## config.mk

```make
export PLATFORM = sky130hd
export DESIGN_NAME = response_framer
export DESIGN_NICKNAME = d
export VERILOG_FILES = /design/src/rtl/response_framer_pkg.sv /design/src/rtl/response_queue.sv /design/src/rtl/response_framer.sv
export SDC_FILE = /design/constraint.sdc
export NUM_CORES = 1
export LEC_CHECK = 0
export CELL_PAD_IN_SITES_DETAIL_PLACEMENT = 2
export CELL_PAD_IN_SITES_GLOBAL_PLACEMENT = 2
export CORE_UTILIZATION = 40
export CTS_CLUSTER_DIAMETER = 30
export DETAILED_ROUTE_END_ITERATION = 12
export PLACE_DENSITY_LB_ADDON = 0.1
export SKIP_LAST_GASP = 1
export SYNTH_ARGS = -nofsm -noshare
export SYNTH_HDL_FRONTEND = slang
export SYNTH_SLANG_ARGS = --single-unit
```

## constraint.sdc

```tcl
create_clock -name clock -period 2.21 [get_ports clock]
set_clock_uncertainty 0.05 [all_clocks]
set_input_delay 0.5525 -clock clock [delete_from_list [all_inputs] [get_ports clock]]
set_output_delay 0.5525 -clock clock [all_outputs]
set_load 0.05 [all_outputs]
```

## src/rtl/response_framer_pkg.sv

```systemverilog
// response_framer_pkg: shared FSM encoding, frame-length helper and counter widths
package response_framer_pkg;
  typedef enum logic [1:0] {IDLE, SEND, WAIT_BUSY, WAIT_IDLE} state_t;
  localparam int TIMEOUT_W = 8;
  localparam int BYTE_CNT_W = 3;
  function automatic int frame_len(input int data_bytes, input int checksum_en);
    return 1 + data_bytes + checksum_en;
  endfunction
endpackage

```

## src/rtl/response_queue.sv

```systemverilog
// response_queue: synchronous FIFO of pending frames
// Ports: clock, reset_n (async active-low), push/din in, pop in, dout = head entry,
//        full/empty flags, count = occupancy (log2(DEPTH)+1 bits).
module response_queue #(
  parameter int WIDTH = 24,
  parameter int DEPTH = 4
) (
  input  logic                     clock,
  input  logic                     reset_n,
  input  logic                     push,
  input  logic                     pop,
  input  logic [WIDTH-1:0]         din,
  output logic [WIDTH-1:0]         dout,
  output logic                     full,
  output logic                     empty,
  output logic [$clog2(DEPTH):0]   count
);
  localparam int AW = $clog2(DEPTH);
  logic [WIDTH-1:0] mem [DEPTH];
  logic [AW-1:0] wr_ptr, rd_ptr;
  logic do_push, do_pop;
  assign full = count == (AW+1)'(DEPTH);
  assign empty = count == '0;
  assign do_push = push && !full;
  assign do_pop = pop && !empty;
  assign dout = mem[rd_ptr];
  // pointers wrap naturally because DEPTH is a power of two
  always_ff @(posedge clock or negedge reset_n) begin
    if (!reset_n) begin
      wr_ptr <= '0;
      rd_ptr <= '0;
      count <= '0;
    end else begin
      wr_ptr <= do_push ? wr_ptr + AW'(1) : wr_ptr;
      rd_ptr <= do_pop ? rd_ptr + AW'(1) : rd_ptr;
      count <= count + (AW+1)'(do_push) - (AW+1)'(do_pop);
    end
  end
  always_ff @(posedge clock) begin
    if (do_push) mem[wr_ptr] <= din;
  end
endmodule

```

## src/rtl/response_framer.sv

```systemverilog
// response_framer: queues {code,data} requests and streams them as byte frames to a UART
// Ports: clock, reset_n (async active-low); has_response/response_code/data_to_send enqueue a frame;
//        tx_busy = UART busy level; response_ready strobes response (held between strobes);
//        queue_full, overflow (dropped request pulse), frame_done (frame complete pulse).
module response_framer
  import response_framer_pkg::*;
#(
  parameter int DATA_BYTES   = 2,
  parameter int CHECKSUM_EN  = 1,
  parameter int QUEUE_DEPTH  = 4,
  parameter int BUSY_TIMEOUT = 8
) (
  input  logic                    clock,
  input  logic                    reset_n,
  input  logic                    has_response,
  input  logic [7:0]              response_code,
  input  logic [8*DATA_BYTES-1:0] data_to_send,
  input  logic                    tx_busy,
  output logic                    response_ready,
  output logic [7:0]              response,
  output logic                    queue_full,
  output logic                    overflow,
  output logic                    frame_done
);
  localparam int EW = 8 * (DATA_BYTES + 1);
  localparam int FLEN = frame_len(DATA_BYTES, CHECKSUM_EN);
  localparam int FW = 8 * FLEN;
  localparam int QCW = $clog2(QUEUE_DEPTH) + 1;
  state_t state, state_n;
  logic [EW-1:0] q_dout;
  logic [QCW-1:0] q_count;
  logic q_full, q_empty, q_pop;
  logic [FW-1:0] frame_w, sr, sr_n;
  logic [BYTE_CNT_W-1:0] cnt, cnt_n;
  logic [TIMEOUT_W-1:0] to_cnt, to_n;
  logic [7:0] byte_q, byte_n;
  response_queue #(.WIDTH(EW), .DEPTH(QUEUE_DEPTH)) u_queue (
    .clock(clock),
    .reset_n(reset_n),
    .push(has_response),
    .pop(q_pop),
    .din({response_code, data_to_send}),
    .dout(q_dout),
    .full(q_full),
    .empty(q_empty),
    .count(q_count)
  );
  assign queue_full = q_count == QCW'(QUEUE_DEPTH);
  generate
    if (CHECKSUM_EN != 0) begin : g_ck
      logic [7:0] chk;
      always_comb begin
        chk = 8'h00;
        for (int i = 0; i < EW / 8; i++) chk = chk ^ q_dout[8*i +: 8];
      end
      assign frame_w = {q_dout, chk};
    end else begin : g_nck
      assign frame_w = q_dout;
    end
  endgenerate
  // the byte being strobed is shown directly; afterwards the registered copy holds it
  assign response = response_ready ? sr[FW-1 -: 8] : byte_q;
  always_comb begin
    state_n = state;
    sr_n = sr;
    cnt_n = cnt;
    to_n = '0;
    byte_n = byte_q;
    q_pop = 1'b0;
    response_ready = 1'b0;
    frame_done = 1'b0;
    case (state)
      IDLE: begin
        if (!q_empty) begin
          q_pop = 1'b1;
          sr_n = frame_w;
          cnt_n = BYTE_CNT_W'(FLEN);
          state_n = SEND;
        end
      end
      SEND: begin
        if (!tx_busy) begin
          response_ready = 1'b1;
          byte_n = sr[FW-1 -: 8];
          state_n = WAIT_BUSY;
        end
      end
      WAIT_BUSY: begin
        // a UART that never raises busy must not stall the frame forever
        if (tx_busy || to_cnt == TIMEOUT_W'(BUSY_TIMEOUT - 1)) state_n = WAIT_IDLE;
        else to_n = to_cnt + TIMEOUT_W'(1);
      end
      WAIT_IDLE: begin
        if (!tx_busy) begin
          frame_done = cnt == BYTE_CNT_W'(1);
          cnt_n = frame_done ? '0 : cnt - BYTE_CNT_W'(1);
          sr_n = frame_done ? sr : {sr[FW-9:0], 8'h00};
          state_n = frame_done ? IDLE : SEND;
        end
      end
      default: state_n = IDLE;
    endcase
  end
  always_ff @(posedge clock or negedge reset_n) begin
    if (!reset_n) begin
      state <= IDLE;
      sr <= '0;
      cnt <= '0;
      to_cnt <= '0;
      byte_q <= 8'h00;
      overflow <= 1'b0;
    end else begin
      state <= state_n;
      sr <= sr_n;
      cnt <= cnt_n;
      to_cnt <= to_n;
      byte_q <= byte_n;
      overflow <= has_response && q_full;
    end
  end
endmodule

```

==> qor.yml, run 1 <==
status:
  outcome: "complete, but fails checks"
  failed_checks: "negative setup slack"
timing:
  whs_ns: 0.0815
  period_minus_slack_ns: 2.51
  finalHoldViolCount: 0
  relSlewSlack: 0.662
  max_freq_mhz: 398
  fin_crit_sh: 1.14
  rsz0062_at_grt: "yes"
  tightest_slew_ns: 0.507
  setup-violations-final: 43
  drv_slew: 0
  fin_ws_ns: -0.300
worst_hold_path:
  hold_path_class: "primary input to asynchronous set/reset pin"
global_routing:
  antenna_found_initial: 0
  grt_usage: 0.198
  grt_max_degree: 62
  grt_pass1_vias: 4145
  gr-max-usage-layer: "met2"
  met2_usage: 0.355
  grt_use_met1: 0.238
  grt_pass1_wl_microns: 23800
  grt_use_met3: 0.0406
  grt.overflow.total: 0
synthesis:
  synthCells: 394
  netlist_area_sq_um: 6540
  syn-num-nets: 437
  synthTopCellsByArea: "edfxtp_1 44%, dfrtp_1 23%, mux4_2 5.9%, mux2i_1 3.7%, mux4_1 2.8%"
  synth.distinct_cells: 36
  ys_warn_count: 0
  yosysTopAreaCell: "edfxtp_1"
  ys_seq_area_frac: 0.674
  synth_top_cell_area_share: 0.441
  ys_ff_latch: 157
  synth.avg_cell_area_sq_um: 16.6
pwr:
  p_per_area_nw_per_um2: 1610
  ir_worst_vdd_uv: 661
  p_leak_uw: 0.00334
  p_total_uw: 13700
drt:
  wl_per_cell_microns: 22.7
  drt_wl_total_microns: 16300
  dr.pass1.iters: 5
  dr.first_iter.drc_count: 193
  viasPerCell: 5.26
  drtAntennaViolNets: 0
  drc_errors: 0
  vias: 3779
worst_setup_path:
  crit_type: "flop to output port"
  worstPathArrival_ns: 1.91
  r2r_cells: 13
  cp-start-kind: "flop"
  cp_max_fo: 5
  rrSetupSlack_ns: -0.17
  r2r_start: "state[0]"
  end_kind: "output port"
  r2r_end: "u_queue.count[2]"
  required_ns: 1.61
floorplanning:
  die_y_microns: 130
  num_rows: 46
  fp.coreArea_sq_um: 15900
  dieArea_sq_um: 16900
  die_x_microns: 130
  io-pin-count: 40
  start_util: 0.410
cts:
  worstSkewPairLatency_ns: 0.43
  clockBufferDepth: 2
  cts_tree: "done"
  cts_sinks: 157
  cts_made_buffers: 17
  clkTransAtPathRegs_ns: 0.06
  ctsHoldBuffers: 0
  cts_max_level: 4
  root_buffer: "clkbuf_16"
finish:
  syn2layout_area_growth_pct: 30.6
  antenna_cells: 0
  final_common_cell: "edfxtp_1"
  layout_common_cells: "96 x edfxtp_1, 61 x dfrtp_1, 32 x buf_4, 26 x nand2_1, 26 x clkdlybuf4s50_1"
  final_nets: 533
  fin_util: 0.536
  final_cell_area_sq_um: 8540
  drive_above_1_share: 0.310
placement:
  io_buffers: 39
  placed_area_sq_um: 7440
  gp_congestion: 0.661
  dp_hpwl_microns: 9190
  dp_slack_ns: -0.284
flow_run:
  cap_violations: 0
## cells by family after synthesis
| logic type | after synthesis | synth area share |
|---|---|---|
| xor gates and xnor gates | 27 | 0.0453 |
| and+or+nand+nor | 61 | 0.0432 |
| buffers and inverters | 32 | 0.0243 |
| muxes | 58 | 0.141 |
| AOI/OAI and AO/OA | 44 | 0.0430 |
| DFF | 157 | 0.674 |
| adders and majority gates | 15 | 0.0298 |
## worst max path at each step
| stage | start | to | slack, ns | cells after the start |
|---|---|---|---|---|
| 2_1_floorplan | state[0] | u_queue.count[2] | 0.07 | 11 |
| 4_1_cts | state[1] | response[0] | -0.28 | 6 |
| 3_5_place_dp | tx_busy | response[0] | -0.28 | 5 |
| 5_1_grt | state[1] | response[0] | -0.37 | 6 |
| 3_3_place_gp | tx_busy | response[7] | -0.22 | 5 |
| 6_report | state[1] | response[0] | -0.30 | 6 |
## worst max-delay path, stage by stage, from the launching register on
cell and delay, ns:
dfrtp_1 0.40, inv_2 0.10, ha_4 0.14, nor2b_4 0.18, buf_6 0.16, mux2_4 0.34
buf_8 0.16
## where the power goes
group / switching (uW) / internal, uW / total [uW] / leakage (uW)
Sequential: 383 / 3980 / 4360 / 0.00165
Combinational: 3320 / 3330 / 6650 / 0.00143
Clock: 1270 / 1450 / 2720 / 0.000256
## synthesized netlist by cell type
| cell type | number |
|---|---|
| xnor2_2 | 8 |
| xnor2_1 | 14 |
| buf_1 | 1 |
| o21ai_0 | 28 |
| inv_1 | 14 |
| o2111ai_1 | 2 |
| clkbuf_1 | 5 |
| a32oi_1 | 1 |
| nor2_1 | 14 |
| xor2_1 | 5 |
| mux4_1 | 7 |
| dfrtp_1 | 61 |
| nor3b_1 | 1 |
| a311o_1 | 2 |
| nand2_1 | 27 |
| or4b_1 | 1 |
| o211a_1 | 1 |
| fa_1 | 1 |
| buf_6 | 1 |
| and3_1 | 3 |
| a21boi_0 | 1 |
| nor2b_1 | 2 |
| buf_4 | 1 |
| mux4_2 | 17 |
| and2_1 | 5 |
| nor4b_1 | 1 |
| a22o_1 | 8 |
| nand3b_1 | 2 |
| o31ai_1 | 1 |
| buf_12 | 1 |
| mux2i_1 | 24 |
| ha_1 | 14 |
| edfxtp_1 | 96 |
| mux2_2 | 10 |
| buf_2 | 9 |
| nand3_1 | 5 |
## sequential cells by signal, indices dropped and copies added, names as in the netlist, 2 cells and up
register	count
to_cnt	8
state	2
cnt	3
byte_q	8
u_queue.wr_ptr	2
u_queue.rd_ptr	2
u_queue.mem	96
sr	32
u_queue.count	3
## layout make-up
type                            count  area [sq um]
Clock buffer                       18           429
Clock inverter                     14           109
Fill cell                        1416          7400
Inverter                           14          55.1
Multi-Input combinational cell    205          2140
Sequential cell                   157          4410
Tap cell                          216           270
Timing Repair Buffer               95          1130
## repair_timing
item / in CTS / in global routing
pin swaps: 3 / 9
gates cloned: 1 / 8
buffers inserted: 16 / 7
setup endpoints to repair: 15 / 27
resized for setup: 42 / 26
## through the flow
| stage | cells | setup TNS (ns) |
|---|---|---|
| 6_report | 719 | -3.29 |
| 5_1_grt | 719 | -6.14 |
| 4_1_cts | 705 | -2.17 |
| 3_5_place_dp | 658 | -2.32 |
| 3_3_place_gp | 658 | -1.78 |
| 2_1_floorplan | 394 | 0 |
## per-layer routing
metal | routed length (microns) | part of all wire
met1 | 6750 | 0.41
met2 | 8890 | 0.54
met3 | 446 | 0.027
met4 | 238 | 0.015
met5 | 0 | 0
No activity file was read; power rests on OpenSTA's default activity.
==> run 2: changes to the inputs <==
- CORE_UTILIZATION: 40 -> 25
==> run 2 against run 1 <==
- non-clock buffer count down 7
- largest power group unchanged
- the flow still finishes with violations (negative setup slack)
- sequential share of layout area fell by 0.67 points
- worst hold slack lost 0.0079 ns
- register-to-register slack better by 0.04 ns
- total power shrank 1.4%
- critical endpoint is now response[2]
- clock power rose by 7%
- routed wire length shrank 5.2%
- critical path depth did not move
- flip-flop and latch count did not move
==> qor.yml, run 2 (same netlist as run 1, synthesis figures left out) <==
drt:
  drt_wl_total_microns: 15500  # was 16300 microns
  wl_per_cell_microns: 18.7  # was 22.7 microns
  dr.first_iter.drc_count: 137  # was 193
  dr.pass1.iters: 4  # was 5
  viasPerCell: 4.36  # was 5.26
  drc_errors: 0  # unchanged
  vias: 3598  # was 3779
  drtAntennaViolNets: 0  # unchanged
global_routing:
  antenna_found_initial: 0  # unchanged
  grt_use_met3: 0.0306  # was 0.0406
  grt_usage: 0.120  # was 0.198
  grt_pass1_vias: 3939  # was 4145
  met2_usage: 0.198  # was 0.355
  grt.overflow.total: 0  # unchanged
  grt_use_met1: 0.153  # was 0.238
  gr-max-usage-layer: "met2"  # unchanged
  grt_pass1_wl_microns: 23100  # was 23800 microns
  grt_max_degree: 62  # unchanged
finish:
  largest_reg_flops: 96  # unchanged
  final_nets: 526  # was 533
  final_common_cell: "edfxtp_1"  # unchanged
  antenna_cells: 0  # unchanged
  fin_util: 0.341  # was 0.536
  max_flop_register: "u_queue.mem"  # unchanged
  syn2layout_area_growth_pct: 32.3  # was 30.6%
  drive_above_1_share: 0.296  # was 0.310
  layout_common_cells: "96 x edfxtp_1, 61 x dfrtp_1, 27 x nand2_1, 26 x clkdlybuf4s50_1, 26 x buf_4"  # was 96 x edfxtp_1, 61 x dfrtp_1, 32 x buf_4, 26 x nand2_1, 26 x clkdlybuf4s50_1
  reg.largest.list: "u_queue.mem (96), sr (32)"  # unchanged
floorplanning:
  dieArea_sq_um: 26800  # was 16900 sq um
  fp.coreArea_sq_um: 25400  # was 15900 sq um
  start_util: 0.258  # was 0.410
  die_x_microns: 164  # was 130 microns
  num_rows: 58  # was 46
  die_y_microns: 164  # was 130 microns
  io-pin-count: 40  # unchanged
cts:
  worstSkewPairLatency_ns: 0.44  # was 0.43 ns
  clockBufferDepth: 2  # unchanged
  cts_made_buffers: 17  # unchanged
  cts_sinks: 157  # unchanged
  cts_max_level: 4  # unchanged
  ctsHoldBuffers: 0  # unchanged
  cts_tree: "done"  # unchanged
  root_buffer: "clkbuf_16"  # unchanged
  clkTransAtPathRegs_ns: 0.07  # was 0.06 ns
timing:
  drv_slew: 0  # unchanged
  setup_tns_ns: -3.52  # was -3.29 ns
  whs_ns: 0.0736  # was 0.0815 ns
  fin_ws_ns: -0.246  # was -0.300 ns
  relSlewSlack: 0.664  # was 0.662
  rsz0062_at_grt: "yes"  # unchanged
  tightest_slew_ns: 0.503  # was 0.507 ns
  finalHoldViolCount: 0  # unchanged
  setup-violations-final: 46  # was 43
  max_freq_mhz: 407  # was 398 MHz
  fin_crit_sh: 1.11  # was 1.14
  period_minus_slack_ns: 2.46  # was 2.51 ns
worst_setup_path:
  cp-start-kind: "flop"  # unchanged
  r2r_cells: 13  # unchanged
  slowest_delay_ns: 0.39  # was 0.40 ns
  cp_max_fo: 5  # unchanged
  r2r_end: "u_queue.count[2]"  # unchanged
  end_kind: "output port"  # unchanged
  slowest_stage: "dfrtp_1"  # unchanged
  required_ns: 1.61  # about the same
  cp_cell_sequence: "inv_2 -> ha_4 -> nor2b_4 -> buf_6 -> mux2_4 -> buf_8"  # unchanged
  crit_type: "flop to output port"  # unchanged
  r2r_start: "state[1]"  # was state[0]
  rrSetupSlack_ns: -0.13  # was -0.17 ns
  worstPathArrival_ns: 1.85  # was 1.91 ns
worst_hold_path:
  hold_path_class: "primary input to asynchronous set/reset pin"  # unchanged
placement:
  dp_slack_ns: -0.273  # was -0.284 ns
  io_buffers: 39  # unchanged
  gp_congestion: 0.682  # was 0.661
  dp_hpwl_microns: 9280  # was 9190 microns
pwr:
  p_total_uw: 13500  # was 13700 uW
  ir_worst_vdd_uv: 904  # was 661 uV
  p_per_area_nw_per_um2: 1560  # was 1610 nW/um^2
  p_leak_uw: 0.00332  # was 0.00334 uW
flow_run:
  cap_violations: 0  # unchanged
status:
  failed_checks: "negative setup slack"  # unchanged
  outcome: "complete, but fails checks"  # unchanged
==> run 2: how the worst max path moves through the flow <==
stage | start | endpoint | slack [ns] | cells past startpoint
global route | state[1] | response[2] | -0.31 | 6
floorplan | state[0] | u_queue.count[2] | 0.07 | 11
detailed placement | tx_busy | response[2] | -0.27 | 5
CTS | state[1] | response[2] | -0.29 | 6
global placement | tx_busy | response[7] | -0.23 | 5
finish | state[1] | response[2] | -0.25 | 6
==> run 2: repair_timing <==
| item | 4_1_cts | 5_1_grt |
|---|---|---|
| cloned | 1 | 7 |
| setup buffers | 6 | 9 |
| endpoints found under the setup margin | 10 | 48 |
| resized for setup | 27 | 32 |
| endpoints found under the hold margin | 0 | 0 |
| pin swaps | 2 | 7 |
==> run 2: final cells by class <==
type                    count  area (sq um)
clock buffers              17           425
clock inverters            15           166
fillers                  2576         16700
inverters                  14          52.6
multi-input cells         205          2130
flip-flops and latches    157          4410
well taps                 330           413
repair buffers             88          1060
==> run 2: critical path, delay by kind of cell, from the launching register on <==
| kind | cells | cell delay, ns |
|---|---|---|
| fa+ha+maj | 1 | 0.14 |
| mux | 1 | 0.32 |
| buf+inv | 3 | 0.40 |
| simple gates | 1 | 0.17 |
| flops | 1 | 0.39 |
==> run 2: power by group <==
| group | internal, uW | leakage [uW] | total, uW | switching [uW] |
|---|---|---|---|---|
| logic | 3200 | 0.00138 | 6340 | 3140 |
| clock network | 1520 | 0.000287 | 2900 | 1390 |
| registers | 3970 | 0.00165 | 4290 | 323 |
==> run 2: metal layers <==
| metal | share of wire | vias up |
|---|---|---|
| li1 | - | 1653 |
| met1 | 0.45 | 1883 |
| met2 | 0.51 | 46 |
| met3 | 0.026 | 16 |
| met4 | 0.014 | 0 |
| met5 | 0 | - |
==> run 2: through the flow <==
stage / instance area [sq um] / cells
2_1_floorplan: 6560 / 394
3_3_place_gp: 7590 / 771
3_5_place_dp: 7590 / 771
4_1_cts: 8330 / 810
5_1_grt: 8660 / 826
6_report: 8660 / 826
==> run 3: changes to the inputs <==
- CAP_MARGIN: unset -> 30
==> results of run 3 <==
Same layout as run 2: the final DEF is identical, and so are final timing and power.
